### src/rtl/mte_pkg.sv
// Shared types and constants for the MTE byte feeder.
package mte_pkg;

    localparam int unsigned FRAME_BYTES_DEFAULT = 32;

    localparam logic [7:0] PAD_BYTE = 8'h00;

    typedef enum logic [1:0] {
        ST_IDLE   = 2'd0,
        ST_STREAM = 2'd1,
        ST_PAD    = 2'd2,
        ST_DONE   = 2'd3
    } feeder_state_t;

endpackage

### src/rtl/mte_byte_fifo.sv
// Synchronous FIFO with a combinational head read and wrap-bit pointers.
module mte_byte_fifo #(
    parameter int unsigned WIDTH = 9,
    parameter int unsigned DEPTH = 8
) (
    input  logic             clock,
    input  logic             reset,
    input  logic             push,
    input  logic [WIDTH-1:0] wdata,
    input  logic             pop,
    output logic [WIDTH-1:0] rdata,
    output logic             full,
    output logic             empty
);

    localparam int unsigned AW = $clog2(DEPTH);

    logic [WIDTH-1:0] mem [DEPTH];
    logic [AW:0]      wptr;
    logic [AW:0]      rptr;
    logic             do_push;
    logic             do_pop;

    // A pop frees the head slot in the same cycle, so push is allowed when full.
    assign do_pop  = pop && !empty;
    assign do_push = push && (!full || do_pop);

    assign empty = (wptr == rptr);
    assign full  = (wptr[AW] != rptr[AW]) && (wptr[AW-1:0] == rptr[AW-1:0]);
    assign rdata = mem[rptr[AW-1:0]];

    // Pointer update; the extra MSB separates full from empty.
    always_ff @(posedge clock or posedge reset) begin
        if (reset) begin
            wptr <= '0;
            rptr <= '0;
        end else begin
            if (do_push) wptr <= wptr + 1'b1;
            if (do_pop)  rptr <= rptr + 1'b1;
        end
    end

    // Storage write; contents need no reset because the pointers gate visibility.
    always_ff @(posedge clock) begin
        if (do_push) mem[wptr[AW-1:0]] <= wdata;
    end

endmodule

### src/rtl/mte_byte_feeder.sv
// Buffers upstream bytes and presents fixed-size, key-stable frames to MTE,
// zero-padding frames that end early.
module mte_byte_feeder
    import mte_pkg::*;
#(
    parameter int unsigned FRAME_BYTES = FRAME_BYTES_DEFAULT,
    parameter int unsigned FIFO_DEPTH  = 8
) (
    input  logic                         clock,
    input  logic                         reset,
    input  logic [7:0]                   key_in,
    input  logic                         key_load,
    input  logic                         mode_in,
    input  logic                         s_valid,
    input  logic [7:0]                   s_data,
    input  logic                         s_last,
    output logic                         s_ready,
    input  logic                         m_ready,
    output logic                         m_valid,
    output logic [7:0]                   m_data,
    output logic [7:0]                   m_key,
    output logic                         m_sel,
    output logic [$clog2(FRAME_BYTES):0] byte_cnt,
    output logic                         frame_done,
    output logic                         short_frame
);

    localparam int unsigned CW = $clog2(FRAME_BYTES) + 1;
    localparam logic [CW-1:0] CNT_LAST = CW'(FRAME_BYTES - 1);

    feeder_state_t state;
    feeder_state_t state_next;

    logic       fifo_full;
    logic       fifo_empty;
    logic       fifo_push;
    logic       fifo_pop;
    logic [8:0] fifo_rdata;

    logic [7:0] key_reg;
    logic       key_ok;
    logic       short_flag;
    logic       start;
    logic       count_en;
    logic       set_short;
    logic       cnt_is_last;

    assign s_ready     = !fifo_full;
    assign fifo_push   = s_valid && s_ready;
    assign cnt_is_last = (byte_cnt == CNT_LAST);

    mte_byte_fifo #(
        .WIDTH (9),
        .DEPTH (FIFO_DEPTH)
    ) u_fifo (
        .clock (clock),
        .reset (reset),
        .push  (fifo_push),
        .wdata ({s_last, s_data}),
        .pop   (fifo_pop),
        .rdata (fifo_rdata),
        .full  (fifo_full),
        .empty (fifo_empty)
    );

    // State register.
    always_ff @(posedge clock or posedge reset) begin
        if (reset) state <= ST_IDLE;
        else       state <= state_next;
    end

    // Next-state decode and downstream handshake outputs.
    always_comb begin
        state_next  = state;
        m_valid     = 1'b0;
        m_data      = PAD_BYTE;
        fifo_pop    = 1'b0;
        frame_done  = 1'b0;
        short_frame = 1'b0;
        start       = 1'b0;
        count_en    = 1'b0;
        set_short   = 1'b0;
        unique case (state)
            ST_IDLE: begin
                if (key_ok && !fifo_empty) begin
                    start      = 1'b1;
                    state_next = ST_STREAM;
                end
            end
            ST_STREAM: begin
                if (!fifo_empty) begin
                    m_valid = 1'b1;
                    m_data  = fifo_rdata[7:0];
                    if (m_ready) begin
                        fifo_pop = 1'b1;
                        count_en = 1'b1;
                        if (cnt_is_last) begin
                            state_next = ST_DONE;
                        end else if (fifo_rdata[8]) begin
                            set_short  = 1'b1;
                            state_next = ST_PAD;
                        end
                    end
                end
            end
            ST_PAD: begin
                m_valid = 1'b1;
                if (m_ready) begin
                    count_en = 1'b1;
                    if (cnt_is_last) state_next = ST_DONE;
                end
            end
            ST_DONE: begin
                frame_done  = 1'b1;
                short_frame = short_flag;
                state_next  = ST_IDLE;
            end
            default: state_next = ST_IDLE;
        endcase
    end

    // Key register, per-frame key/mode latch, byte counter and short-frame flag.
    always_ff @(posedge clock or posedge reset) begin
        if (reset) begin
            key_reg    <= '0;
            key_ok     <= 1'b0;
            m_key      <= '0;
            m_sel      <= 1'b0;
            byte_cnt   <= '0;
            short_flag <= 1'b0;
        end else begin
            if (key_load) begin
                key_reg <= key_in;
                key_ok  <= 1'b1;
            end
            if (start) begin
                m_key      <= key_reg;
                m_sel      <= mode_in;
                byte_cnt   <= '0;
                short_flag <= 1'b0;
            end else begin
                if (count_en)  byte_cnt   <= byte_cnt + CW'(1);
                if (set_short) short_flag <= 1'b1;
            end
        end
    end

endmodule

### config.mk
export PLATFORM = sky130hd
export DESIGN_NAME = mte_byte_feeder
export DESIGN_NICKNAME = d
export VERILOG_FILES = /design/src/rtl/mte_pkg.sv /design/src/rtl/mte_byte_fifo.sv /design/src/rtl/mte_byte_feeder.sv
export SDC_FILE = /design/constraint.sdc
export NUM_CORES = 1
export LEC_CHECK = 0
export BUFFER_PORTS_ARGS = -buffer_cell sky130_fd_sc_hd__buf_2
export CAP_MARGIN = 20
export CORE_MARGIN = 2
export CORE_UTILIZATION = 58
export CTS_CLUSTER_SIZE = 24
export DETAILED_ROUTE_END_ITERATION = 8
export GPL_TIMING_DRIVEN = 0
export PLACE_DENSITY = 0.77
export SLEW_MARGIN = 20
export SYNTH_ARGS = -nofsm -noshare
export SYNTH_HDL_FRONTEND = slang
export SYNTH_SLANG_ARGS = --single-unit
### constraint.sdc
create_clock -name clock -period 3.2 [get_ports clock]
set_clock_uncertainty 0.15 [all_clocks]
set_input_delay 0.8 -clock clock [delete_from_list [all_inputs] [get_ports clock]]
set_output_delay 0.8 -clock clock [all_outputs]
set_load 0.03 [all_outputs]
==> metrics, run 1 <==
GRT Total Usage=0.197; fillers=551; Pleak=2.05 nW; Post-Syn Area=4570 sq um; Avg Cell Area, Syn=17.4 sq um; Yosys reg bits=107; Rel. slew slack=0.286; post-synthesis sequential area ratio=0.665; grt total ovfl=0; fin nets=354; number of CTS-inserted buffers=9; Power Total=4.90 mW; Clock Sink Count=107; Final Wtd Congestion=0.740; CP Max Fanout=19; Die H=92.7 microns; chip width=92.7 microns; Synth Flop Type=edfxtp_1; wire length per cell=18.4 microns; top cell type's share of synthesized area=0.474; Remaining DRCs=0; Synth area leader=edfxtp_1; Peak VDD IR=0.430 mV; H-tree depth=3; CTS max path bufs=2; Min-Delay Path Depth=2; antenna viol nets, final=0; Worst Hold Class=flop to flop; Gate Count Post-Synth=263; antenna violations before repair=0; crit path DAT=~2.1 ns; DRT Pass-1 Iters=5; cell row count=32; Final Hold Fails=0; most common cell after layout, fill and taps aside=edfxtp_1; first-pass GRT wire length=12.5 mm; crit path capture type=output pin; R2R cell count=5; clock latency on the worst-skew pair=0.37 ns; Netlist cell types=between 40 and 50; Initial Util=0.594; worst slew pin tran=1.07 ns; total area of sequential cells=3040 sq um; Syn Nets=294; Area contributors post-synth=edfxtp_1 47%, dfrtp_1 19%, mux4_2 4.4%, mux2_2 4.2%, mux4_1 4.0%; Crit path required time=2.25 ns; fin crit period=between 3 and 4 ns; max_cap viols=0; full die area=between 8000 and 9000 sq um; largest net degree at the start of global routing=36; Worst setup SP type=flop; CTS Hold Bufs=0; vias per inst=approximately 5.6; reg-to-reg slack, setup=~0.50 ns; Syn. warnings=0; Area growth syn-to-layout=13.9%; Setup-failing EPs final=0; Slew Limit Fails=0; r2r startpoint=u_fifo.wptr[1]; setup TNS=0 ns; max reg flops=72; highest clock rate=0.329 GHz; Post-synth EDFFs=~70; Hold Crit Start=short_flag; Final period util=0.951; root buf cell=clkbuf_8; r2r endpoint=u_fifo.mem[6][7]; detailed placer's ending HPWL=5.21 mm; area of the multi-input gates=1430 sq um; vias in the first global route=~2400; num ports=50; initial DRC count=140; Async S/R FF share, synth=0.327; routed via count=roughly 2400; n_diodes=0; WL final=7.90 mm; critical path class=flop to output pin; Clock transition at path regs=0.11 ns; outcome=finished, final reports clean; unrepaired setup endpoints after global routing=false; hold endpoint=short_flag; ratio of cells with drive above 1 in the final layout=0.369; Buffers on Ports=48; core area=approximately 7700 sq um; CTS tree=built; PD cells=942 nW/um^2; most frequent cells in the layout=72 x edfxtp_1, 49 x buf_2, 34 x dfrtp_1
==> routing by layer <==
layer  GRT usage  vias to the layer above  routed length (microns)
li1            -                     1125                        -
met5           0                        -                        0
met3      0.0529                       10                      399
met1       0.279                     1210                     3600
met2       0.302                       56                     3810
met4      0.0637                        0                       91
==> where the power goes <==
group | leakage [nW] | total, mW | internal (mW) | switching, mW
sequential | 1.08 | 1.94 | 1.78 | 0.154
combinational | 0.859 | 2.04 | 0.871 | 1.17
clock | 0.117 | 0.923 | 0.401 | 0.522
total | 2.05 | 4.90 | 3.05 | 1.84
==> cells in the mapped netlist, types with 2 or more instances <==
library cell and n:
a21oi_1 4, and2_1 2, and3_1 4, buf_1 2, buf_2 3, buf_6 3
dfrtp_1 35, edfxtp_1 72, ha_1 8, inv_1 5, mux2_2 17, mux2_4 3
mux2i_1 13, mux4_1 7, mux4_2 9, nand2_1 7, nand3_1 2, nand4_1 3
nor2_1 19, nor2b_1 2, nor3_1 3, o21ai_0 3, or2_2 2, or3_1 2
xnor2_1 4, xnor2_2 2, xor2_1 6
==> timing repair <==
action                     CTS  global route
resized for setup            2             5
setup endpoints to repair    8             8
buffers inserted             0             0
==> logic make-up (layout without fill, tap and decap cells) <==
family,Yosys count,count (layout),synth area share
AOI/OAI and AO/OA,17,17,0.0326
xor gates and xnor gates,13,13,0.0323
adders and majority gates,8,8,0.0219
buffers and inverters,17,82,0.0244
DFF,107,107,0.665
muxes,50,50,0.167
and+or+nand+nor,51,51,0.0559
==> layout make-up <==
class / count / area share
sequential: 107 / 0.585
multi-input combinational: 139 / 0.275
timing repair buffer: 50 / 0.0491
tap: 102 / 0.0245
clock buffer: 9 / 0.0238
clock inverter: 7 / 0.0207
buffer: 11 / 0.0183
inverter: 5 / 0.00361
==> how the worst max path moves through the flow <==
stage	endpoint	start	slack, ns
2_1_floorplan	u_fifo.mem[0][0]	u_fifo.rptr[0]	0.51
3_3_place_gp	u_fifo.mem[0][7]	s_valid	0.14
3_5_place_dp	m_data[4]	u_fifo.rptr[1]	0.10
4_1_cts	m_data[4]	u_fifo.rptr[1]	0.02
5_1_grt	m_data[4]	u_fifo.rptr[0]	0.009
6_report	m_data[4]	u_fifo.rptr[0]	0.16
==> worst max-delay path, cell delays in order, from the launching register on <==
cell and delay [ns]:
dfrtp_1 0.38, buf_6 0.15, buf_12 0.18, mux4_1 0.58, mux2i_1 0.14, nor2_1 0.08
buf_2 0.19
==> metrics by stage <==
step	instances	setup WS (ns)	hold WS (ns)	area, sq um	utilization
2_1_floorplan	263	0.512	0.302	4570	-
3_3_place_gp	413	0.145	0.331	4930	0.642
3_5_place_dp	415	0.100	0.334	4960	0.645
4_1_cts	430	0.0233	0.358	5190	0.675
5_1_grt	430	0.00863	0.382	5200	0.676
6_report	430	0.156	0.359	5200	0.676
(Power assumes the default switching activity.)
==> run 2: changes to the inputs <==
CAP_MARGIN = unset   (was 20)
CORE_ASPECT_RATIO = 1.2   (was unset)
==> run 2 against run 1 <==
  * Critical path depth is 1 higher
  * Core utilization up 0.80 points
  * Design area increased by 0.87%
  * Largest power group unchanged
  * Highest routed layer unchanged
  * Register-to-register slack lost 0.02 ns
  * Global-route usage grew 0.13 points
  * Worst hold slack got worse by 0.0067 ns
  * First-iteration DRC count fell by 29%
  * Flip-flop and latch count is the same
  * Clock power decreased by 2%
  * Combinational power increased by 4%
  * Clock-buffer cell count stayed put
  * Sequential share of layout area fell by 0.50 points
==> metrics, run 2 (synthesis results as in run 1) <==
Crit path required time=between 2 and 2.5 ns; ratio of cells with drive above 1 in the final layout=0.382; clock share of power=0.182; fillers=509; Die H=101 microns; Final Hold Fails=0; Worst setup SP type=flop; core area=around 7700 sq um; DRT Pass-1 Iters=4; CP Max Fanout=16; detailed placer's ending HPWL=5.20 mm; pre-CTS setup slack=0.0768 ns; unrepaired setup endpoints after global routing=false; clock latency on the worst-skew pair=around 0.36 ns; critical path class=flop to output pin; PD cells=946 nW/um^2; Initial Util=0.596; Power Total=approximately 5 mW; routed via count=~2400; r2r startpoint=u_fifo.rptr[0]; vias in the first global route=between 2000 and 2500; final worst setup slack=0.119 ns; sequential share of power=0.390; H-tree depth=3; hold endpoint=key_ok; sw frac=0.371; grt total ovfl=0; CTS max path bufs=2; cell row count=35; antenna violations before repair=0; Clock Sink Count=~110; most common cell after layout, fill and taps aside=edfxtp_1; Area growth syn-to-layout=14.9%; CTS tree=built; WL final=around 7.9 mm; P_int=3.12 mW; largest net degree at the start of global routing=36; initial DRC count=99; Comb power frac=0.428; fin nets=361; chip width=roughly 85 microns; Layout Cells excl Fill=approximately 430; number of CTS-inserted buffers=9; Final Wtd Congestion=0.730; Final period util=0.963; Buffers on Ports=48; outcome=finished, final reports clean; crit path DAT=2.13 ns; most frequent cells in the layout=72 x edfxtp_1, 49 x buf_2, 34 x dfrtp_1; wire length per cell=18.5 microns; max_cap viols=0; Rel. slew slack=0.273; Worst Hold Class=flop to flop; r2r endpoint=u_fifo.mem[4][7]; highest clock rate=0.325 GHz; worst slew pin tran=1.09 ns; antenna viol nets, final=0; fin crit period=3.08 ns; n_diodes=0; fin util=0.684; crit path capture type=output pin; Hold Crit Start=key_ok; setup TNS=0 ns; Min-Delay Path Depth=1; Remaining DRCs=0; GRT Total Usage=0.198; worst hold margin=0.352 ns; Setup-failing EPs final=0; Peak VDD IR=0.512 mV; max reg flops=72; Slew Limit Fails=0; vias per inst=approximately 5.7; Clock transition at path regs=0.11 ns; num ports=50; reg-to-reg slack, setup=0.48 ns; R2R cell count=6; Pleak=roughly 2.1 nW; root buf cell=clkbuf_8; fin area=5240 sq um; placed insts=405; switching power total=1.84 mW; Setup crit start=u_fifo.rptr[0]; first-pass GRT wire length=between 10 and 15 mm; Area after DPL=~5000 sq um; full die area=8600 sq um
==> run 2: cell count changes in the layout (fill, tap and decap cells not counted) <==
cell | before | now
inv_6 | 0 | 1
buf_12 | 1 | 2
inv_12 | 1 | 0
buf_4 | 4 | 10
==> run 2: worst max-delay path, cell delays in order (launching register included) <==
cell	delay (ns)
dfrtp_1	0.39
buf_6	0.15
buf_12	0.16
buf_4	0.14
mux4_2	0.49
mux2i_1	0.19
nor2_1	0.06
buf_2	0.18
==> run 2: how the worst max path moves through the flow <==
stage	slack (ns)	to
after CTS	0.006	m_data[3]
final	0.12	m_data[2]
after global routing	0.0003	m_data[7]
after floorplan	0.51	u_fifo.mem[0][0]
after detailed placement	0.08	m_data[3]
after global placement	0.13	m_data[1]
==> run 2: layout make-up <==
type	count	area [sq um]	share of cell area
inverter	5	18.8	0.00358
timing repair buffer	57	320	0.0611
clock buffer	9	124	0.0236
multi-input combinational	139	1430	0.273
buffer	11	95.1	0.0181
sequential	107	3040	0.580
clock inverter	7	100	0.0191
tap	92	115	0.0220
==> run 2: metal layers <==
metal | track usage | wire (microns)
met5 | 0 | 0
met4 | 0.0684 | 99
met3 | 0.0424 | 273
met2 | 0.336 | 4170
met1 | 0.257 | 3370
==> run 2: power groups by stage <==
stage / Sequential, mW / Clock [mW] / Combinational [mW]
floorplan: 2.07 / 0 / 1.44
global placement: 1.95 / 0 / 1.99
detailed placement: 1.97 / 0 / 2.05
CTS: 1.94 / 0.926 / 2.06
global route: 1.96 / 0.974 / 2.31
finish: 1.93 / 0.903 / 2.12
==> run 2: timing repair <==
| action | 4_1_cts | 5_1_grt |
|---|---|---|
| resized for setup | 2 | 4 |
| setup buffers | 0 | 7 |
| hold buffers | 0 | 0 |
| endpoints found under the setup margin | 8 | 8 |
